===== src/rtl/seven_seg_pkg.sv =====
// Shared definitions for the seven-segment display path: segment width,
// the pattern type used by the hex/char encoders and the scanner, and the
// all-dark pattern.
package seven_seg_pkg;

   localparam int SEG_W = 7;

   // Bit order {g,f,e,d,c,b,a}, 1 = segment lit.
   typedef logic [SEG_W-1:0] seg_pattern_t;

   localparam seg_pattern_t SEG_BLANK = 7'b0;

endpackage


===== src/rtl/seven_seg_scanner_scan_timer.sv =====
// Scan timing for the multiplexed display: per-slot prescaler, digit index
// and the free-running brightness PWM counter. Exposes the current digit,
// whether the slot is past its dead time, and a marker for the first cycle
// of a frame (digit 0, prescaler 0).
module scan_timer
   import seven_seg_pkg::*;
#(
   parameter int NUM_DIGITS  = 6,
   parameter int REFRESH_DIV = 50000,
   parameter int DEAD_CYCLES = 16,
   parameter int BRIGHT_W    = 4
)
(
   input  logic                          clk,
   input  logic                          rst_n,
   output logic [$clog2(NUM_DIGITS)-1:0] idx,
   output logic [BRIGHT_W-1:0]           pwm,
   output logic                          slot_active,
   output logic                          frame_tick
);

   localparam int PRE_W = $clog2(REFRESH_DIV);
   localparam int IDX_W = $clog2(NUM_DIGITS);

   localparam logic [PRE_W-1:0] PRE_LAST = PRE_W'(REFRESH_DIV - 1);
   localparam logic [IDX_W-1:0] IDX_LAST = IDX_W'(NUM_DIGITS - 1);

   logic [PRE_W-1:0] pre;

   // Prescaler: one full count per digit slot, wrapping cleanly to zero.
   always_ff @(posedge clk or negedge rst_n) begin
      if (!rst_n) begin
         pre <= '0;
      end else if (pre == PRE_LAST) begin
         pre <= '0;
      end else begin
         pre <= pre + 1'b1;
      end
   end

   // Digit index advances at the end of each slot and never visits unused codes.
   always_ff @(posedge clk or negedge rst_n) begin
      if (!rst_n) begin
         idx <= '0;
      end else if (pre == PRE_LAST) begin
         if (idx == IDX_LAST) begin
            idx <= '0;
         end else begin
            idx <= idx + 1'b1;
         end
      end
   end

   // Free-running PWM counter compared against the brightness level.
   always_ff @(posedge clk or negedge rst_n) begin
      if (!rst_n) begin
         pwm <= '0;
      end else begin
         pwm <= pwm + 1'b1;
      end
   end

   // With no dead time the whole slot is usable, so skip the compare entirely.
   generate
      if (DEAD_CYCLES == 0) begin : g_no_dead
         assign slot_active = 1'b1;
      end else begin : g_dead
         assign slot_active = (pre >= PRE_W'(DEAD_CYCLES));
      end
   endgenerate

   assign frame_tick = (pre == '0) && (idx == '0);

endmodule


===== src/rtl/seven_seg_scanner.sv =====
// Multiplexed seven-segment display driver. Inputs are captured once per
// frame into shadow registers so a frame never mixes old and new values;
// the selected digit is gated by dead time, blanking and PWM brightness,
// and every pin is registered with the board polarity applied.
module seven_seg_scanner
   import seven_seg_pkg::*;
#(
   parameter int NUM_DIGITS     = 6,
   parameter int REFRESH_DIV    = 50000,
   parameter int DEAD_CYCLES    = 16,
   parameter int BRIGHT_W       = 4,
   parameter int SEG_ACTIVE_LOW = 1,
   parameter int AN_ACTIVE_LOW  = 1
)
(
   input  logic                        clk,
   input  logic                        rst_n,
   input  logic [NUM_DIGITS*SEG_W-1:0] digits,
   input  logic [NUM_DIGITS-1:0]       dp_in,
   input  logic [NUM_DIGITS-1:0]       blank,
   input  logic [BRIGHT_W-1:0]         brightness,
   output logic [SEG_W-1:0]            seg,
   output logic                        dp,
   output logic [NUM_DIGITS-1:0]       an,
   output logic                        frame_start
);

   localparam int   IDX_W   = $clog2(NUM_DIGITS);
   localparam logic SEG_INV = (SEG_ACTIVE_LOW != 0);
   localparam logic AN_INV  = (AN_ACTIVE_LOW != 0);

   logic [IDX_W-1:0]    idx;
   logic [BRIGHT_W-1:0] pwm;
   logic                slot_active;
   logic                frame_tick;

   seg_pattern_t          shadow_digit [NUM_DIGITS];
   logic [NUM_DIGITS-1:0] shadow_dp;
   logic [NUM_DIGITS-1:0] shadow_blank;

   logic                  pwm_on;
   logic                  lit;
   logic [NUM_DIGITS-1:0] an_next;
   seg_pattern_t          seg_next;
   logic                  dp_next;

   scan_timer #(
      .NUM_DIGITS  (NUM_DIGITS),
      .REFRESH_DIV (REFRESH_DIV),
      .DEAD_CYCLES (DEAD_CYCLES),
      .BRIGHT_W    (BRIGHT_W)
   ) u_scan_timer (
      .clk         (clk),
      .rst_n       (rst_n),
      .idx         (idx),
      .pwm         (pwm),
      .slot_active (slot_active),
      .frame_tick  (frame_tick)
   );

   // Snapshot all digit inputs on the first cycle of each frame only.
   always_ff @(posedge clk or negedge rst_n) begin
      if (!rst_n) begin
         for (int i = 0; i < NUM_DIGITS; i++) begin
            shadow_digit[i] <= SEG_BLANK;
         end
         shadow_dp    <= '0;
         shadow_blank <= '0;
      end else if (frame_tick) begin
         for (int i = 0; i < NUM_DIGITS; i++) begin
            shadow_digit[i] <= digits[SEG_W*i +: SEG_W];
         end
         shadow_dp    <= dp_in;
         shadow_blank <= blank;
      end
   end

   // Select the current digit; segments stay dark through the dead time so the
   // outgoing pattern never ghosts onto the incoming anode.
   always_comb begin
      pwm_on   = (brightness == '1) || (pwm < brightness);
      lit      = slot_active && !shadow_blank[idx];
      an_next  = '0;
      seg_next = SEG_BLANK;
      dp_next  = 1'b0;
      if (lit) begin
         seg_next = shadow_digit[idx];
         dp_next  = shadow_dp[idx];
         if (pwm_on) begin
            an_next[idx] = 1'b1;
         end
      end
   end

   // Register every pin with board polarity; reset parks them all inactive.
   always_ff @(posedge clk or negedge rst_n) begin
      if (!rst_n) begin
         an          <= {NUM_DIGITS{AN_INV}};
         seg         <= {SEG_W{SEG_INV}};
         dp          <= SEG_INV;
         frame_start <= 1'b0;
      end else begin
         an          <= an_next ^ {NUM_DIGITS{AN_INV}};
         seg         <= seg_next ^ {SEG_W{SEG_INV}};
         dp          <= dp_next ^ SEG_INV;
         frame_start <= frame_tick;
      end
   end

endmodule


===== config.mk =====
export PLATFORM = sky130hd
export DESIGN_NAME = seven_seg_scanner
export DESIGN_NICKNAME = d
export VERILOG_FILES = /design/src/rtl/seven_seg_pkg.sv /design/src/rtl/seven_seg_scanner_scan_timer.sv /design/src/rtl/seven_seg_scanner.sv
export SDC_FILE = /design/constraint.sdc
export NUM_CORES = 1
export LEC_CHECK = 0
export BUFFER_PORTS_ARGS = -buffer_cell sky130_fd_sc_hd__buf_2
export CAP_MARGIN = 10
export CORE_MARGIN = 5
export CORE_UTILIZATION = 40
export DETAILED_ROUTE_END_ITERATION = 6
export REMOVE_ABC_BUFFERS = 1
export SLEW_MARGIN = 20
export SYNTH_ARGS = -nofsm -noshare
export SYNTH_HDL_FRONTEND = slang
export SYNTH_SLANG_ARGS = --single-unit

===== constraint.sdc =====
create_clock -name clk -period 4.3 [get_ports clk]
set_clock_uncertainty 0.15 [all_clocks]
set_input_delay 0.86 -clock clk [delete_from_list [all_inputs] [get_ports clk]]
set_output_delay 0.86 -clock clk [all_outputs]
set_load 0.005 [all_outputs]

**After elaboration in Yosys (flattened, before gate mapping)**

Cells that the tools add are included.

- Bits in registers: 92
- Latch bits: 0
- RAM bits: 0
- Memory bits (read-only): 0
- Input port bits: 60
- Output and inout port bits: 15
- Logic and storage cells: 52
- Memories: 0

- Add/subtract/negate cells: 3
- Multiply operators: 0
- Div/mod/pow operators: 0
- $lt $le $gt $ge: 5
- Eq/ne operators: 3
- Shifts and indexed selects: 0
- Multiplexer cells: 15
- Bitwise operators: 4
- Reduce and logical (&&, ||, !) cells: 7

Operator list:

| cell | count |
|---|---|
| binary-select mux 7 bit (select 3 bit) | 1 |
| two-way mux 7 bit | 3 |
| adder 16 x 1 -> 16 bit (second input constant) | 1 |
| equality test 16 bit (second input constant) | 1 |
| greater-or-equal comparator 16 x 5 -> 1 bit (second input constant) | 1 |
| logical NOT 16 bit | 1 |
| two-way mux 16 bit | 1 |
| two-way mux 6 bit | 2 |
| NOT 7 bit | 1 |
| binary-select mux 1 bit (select 3 bit) | 2 |
| NOT 6 bit | 1 |
| adder 4 x 1 -> 4 bit (second input constant) | 1 |
| equality test 4 bit (second input constant) | 1 |
| greater-or-equal comparator 4 bit (second input constant) | 1 |
| < comparator 3 x 4 -> 1 bit (second input constant) | 1 |
| < comparator 4 bit | 1 |
| two-way mux 1 bit | 4 |
| NOT 3 -> 4 bit | 1 |
| adder 3 x 1 -> 3 bit (second input constant) | 1 |
| demux 1 bit (select 3 bit) | 1 |
| equality test 3 bit (second input constant) | 1 |
| greater-or-equal comparator 3 x 1 -> 1 bit (second input constant) | 1 |
| logical AND 1 bit | 3 |
| logical NOT 3 bit | 1 |
| other kinds (4) | 4 |

**Logic depth before layout (Yosys ltp)**

- Depth after elaboration: 7
- Mapped depth: 6
- Gate-level depth less buffers: 6

**By module**

A second synthesis with hierarchy kept.

- Cells, all modules: 317
- Area total of the unflattened synthesis: 4082.7 um^2

By module, submodules not included:

| module | times used | cells each | area an instance (um^2) | seq. area each (um^2) |
|---|---|---|---|---|
| seven_seg_scanner | 1 | 220 | 3009.1 | 1744.2 |
| scan_timer | 1 | 97 | 1073.5 | 575.6 |

**Worst setup path before layout**

OpenSTA, ideal clock, no wires.

- Path type: register to register
- From: register u_scan_timer.pre[11]
- To: register shadow_blank[0]
- Setup time: 0.125 ns
- Data arrival time: 1.981 ns
- Required time: 4.025 ns
- Setup slack: 2.044 ns
- Stages on the path, launching flop included: 6
- Path buffers: 1
- Period minus slack after synthesis: 2.256 ns
- Path through: dfrtp_1 nor4_4 nand4_1 nor4_4 buf_6 mux2_4

- Longest elaborated chain between the ends: 2

Ends and longest elaborated chain:

| item | RTL line | RTL |
|---|---|---|
| start: declaration | seven_seg_scanner_scan_timer.sv:28 | `logic [PRE_W-1:0] pre;` |
| start signal: assignment | seven_seg_scanner_scan_timer.sv:37 | `pre <= pre + 1'b1;` |
| logical NOT 16 bit | seven_seg_scanner_scan_timer.sv:72 | `assign frame_tick = (pre == '0) && (idx == '0);` |
| logical AND 1 bit | seven_seg_scanner_scan_timer.sv:72 |  |
| end signal: assignment | seven_seg_scanner.sv:74 | `shadow_blank <= blank;` |
| end: declaration | seven_seg_scanner.sv:39 | `logic [NUM_DIGITS-1:0] shadow_blank;` |

Every way passes these cells.
A chain may end at the register's enable or synchronous reset.

**Final worst setup path**

- From: register u_scan_timer.pre[11]
- To: register shadow_dp[5]

- Longest elaborated chain between the ends: 2

Ends and longest elaborated chain:

| item | RTL line | RTL |
|---|---|---|
| logical NOT 16 bit | seven_seg_scanner_scan_timer.sv:72 |  |
| logical AND 1 bit | seven_seg_scanner_scan_timer.sv:72 |  |
| end signal: assignment | seven_seg_scanner.sv:73 | `shadow_dp <= dp_in;` |
| end: declaration | seven_seg_scanner.sv:38 | `logic [NUM_DIGITS-1:0] shadow_dp;` |

Every way passes these cells.

==> out/metrics.yaml <==
outcome:
  status: "finished, final reports clean"
synth:
  ys_seq_elements: 92
  synth_area_sq_um: 4300
  ys_warn_count: 0
  yosysTopAreaCell: "dfrtp_1"
  async_flop_share_pct: 100
  synth_ff_type: "dfrtp_1"
  yosysSeqAreaShare_pct: 54.0
  synth.top_cell.area_share_pct: 45.4
  synth_edf_count: 0
  avgSynthCellArea_sq_um: 13.9
  yosysMostFrequentCell: "dfrtp_1"
  ys_types: 35
  synthCells: 309
  synth_area_leaders: "dfrtp_1 (45%), mux2_4 (17%), dfstp_2 (8.6%)"
  synth_commonest_cells: "dfrtp_1 (78), mux2_4 (49), inv_1 (18), nor2_1 (18), nand2_1 (17)"
clocking:
  cts_root_buf: "clkbuf_8"
  cts_buffers: 9
  clock_path_buffers: 2
  cts_resized: 0
  worstSkewPairLatency_ns: 0.36
  holdBufCountCts: 0
  cts_tree: "built"
  clk_pin_slew_ns: 0.09
  htreeDepth: 3
  cts.sinks: 92
  cts_setup_buffers: 0
finish:
  utilization_pct: 47.8
  stdcell_count: 524
  area_growth_syn_to_layout_pct: 16.0
  num-nets-final: 449
  fill_cells: 965
  drive_gt1_share_pct: 45.6
  antennaDiodeCount: 0
global_routing:
  grt_max_degree: 68
  grt_pass1_wl_um: 13800
  antenna_found_initial: 0
  grt_pass1_vias: 2718
  overflow: 0
  grt.total_usage_pct: 13.4
placement:
  dp_hpwl_um: 5560
  globalplace.congestion: 0.821
  dp_cells: 508
  portBuffers: 74
  place_ws_ns: 1.63
power:
  p_leak_nw: 2.23
  peakVddDrop_mv: 0.149
  power_density_nw_per_um2: 327
run:
  drv_cap: 0
worst_setup_path:
  cp.arrival_ns: 2.76
  critPathSlowestCell: "buf_4"
  cpLargestDelayFamily: "buffers and inverters"
  critPathRequiredTime_ns: 4.40
  path_buf_inv: 1
  worst-path-max-fanout: 55
  start_kind: "register"
  cp_cell_sequence: "nor4_4 > nand4_1 > nor4_4 > buf_4 > mux2_2"
  crit_path_frequent_cell: "nor4_4"
  critical_path_class: "reg2reg"
  critPathMaxStageDelay_ns: 0.76
  crit_path_end_kind: "register"
timing:
  fin_ws_ns: 1.64
  hold_viol_final: 0
  fin_crit_sh_pct: 61.9
  fmax_ghz: 0.376
  setup_viol: 0
  drv_slew: 0
  worst_pin_slew_ns: 0.958
  rsz0062_at_grt: "false"
  slew_headroom_pct: 36.1
  finalCriticalPeriod_ns: 2.66
floorplan:
  dieArea_sq_um: 12900
  die_h_um: 114
  chipWidth_um: 114
  start_util_pct: 41.2
  io_pins: 75
  rows: 37
  core_area_sq_um: 10400
detailed_routing:
  drt-vias-per-instance: 4.99
  routed-via-count: 2613
  ant_nets: 0
  drtPass1Iterations: 4
  drc: 0
  drtIter0Drc: 67
  post_drt_wl_per_cell_um: 15.7
  wirelength_um: 8210
min_path:
  hp-class: "reg2reg"
[where the power goes]
part	total, W	switching (W)	internal [W]
logic	0.000109	0.0000430	0.0000658
registers	0.000914	0.0000159	0.000898
clock network	0.000606	0.000316	0.000290
[placed cells by master (no fill, tap or decap), types with 2 or more instances in the layout]
master / instances
nand4_1: 9
and3_1: 4
nand4b_1: 2
o22ai_1: 9
nor2_1: 18
mux2i_1: 9
nand3_1: 7
nor4_4: 2
buf_4: 5
nor4_1: 2
ha_1: 6
clkinvlp_4: 2
nor3_1: 4
nor2b_1: 2
xnor2_1: 10
mux2_2: 7
buf_2: 73
inv_6: 2
mux4_2: 9
clkbuf_8: 10
o21ai_0: 3
nand2_1: 17
xor2_1: 5
dfstp_2: 14
dfrtp_1: 78
mux2_4: 49
inv_1: 18
and4_1: 2
[final timing paths]
kind | from | end | slack (ns) | cells after the start
hold / removal | u_scan_timer.pwm[3]$_DFF_PN0_ | u_scan_timer.pwm[3]$_DFF_PN0_ | 0.33 | 1
setup / recovery | u_scan_timer.pre[11]$_DFF_PN0_ | shadow_dp[5]$_DFFE_PN0P_ | 1.64 | 5
hold reg to reg | u_scan_timer.pwm[3]$_DFF_PN0_ | u_scan_timer.pwm[3]$_DFF_PN0_ | 0.33 | 1
max in group asynchronous | rst_n | seg[3]$_DFF_PN1_ | 2.64 | 2
setup reg to reg | u_scan_timer.pre[11]$_DFF_PN0_ | shadow_dp[5]$_DFFE_PN0P_ | 1.64 | 5
min in group asynchronous | rst_n | shadow_digit[34]$_DFFE_PN0P_ | 0.44 | 1
[layer usage]
| metal | GRT usage (%) | vias to the layer above | share of wire (%) | routed length, um |
|---|---|---|---|---|
| met4 | 3.61 | 0 | 1.2 | 96 |
| met2 | 20.6 | 80 | 46 | 3770 |
| met5 | 0 | - | 0 | 0 |
| met1 | 18.8 | 1294 | 47 | 3840 |
| li1 | - | 1230 | - | - |
| met3 | 3.77 | 9 | 6.1 | 504 |
[cell families after synthesis]
logic type,share of synthesized area [%]
and+or+nand+nor,9.44
adders and majority gates,1.75
buffers and inverters,3.79
AOI/OAI and AO/OA,2.21
xor gates and xnor gates,3.06
muxes,25.8
DFF,54.0
[state kept, by name, summed over array words and instances (netlist names)]
register and count:
u_scan_timer.pwm 4, dp 1, frame_start 1, an 6, u_scan_timer.idx 3, shadow_blank 6
u_scan_timer.pre 16, shadow_dp 6, seg 7, shadow_digit 42
[cell type report]
class | instances | area, sq um | share of cell area [%]
Clock inverter | 6 | 71.3 | 1.43
Tap cell | 136 | 170 | 3.41
Timing Repair Buffer | 78 | 403 | 8.08
Inverter | 18 | 67.6 | 1.36
Multi-Input combinational cell | 184 | 1810 | 36.4
Clock buffer | 10 | 138 | 2.76
Sequential cell | 92 | 2320 | 46.5
[metrics by stage]
stage          hold WS [ns]  TNS (ns)  instance area [sq um]  total power, W
2_1_floorplan         0.294     -5.72                   4200        0.000980
3_3_place_gp          0.324         0                   4770         0.00104
3_5_place_dp          0.320         0                   4770         0.00104
4_1_cts               0.337         0                   4980         0.00165
5_1_grt               0.380         0                   4980         0.00170
6_report              0.330         0                   4980         0.00163
(Power assumes the default switching activity.)
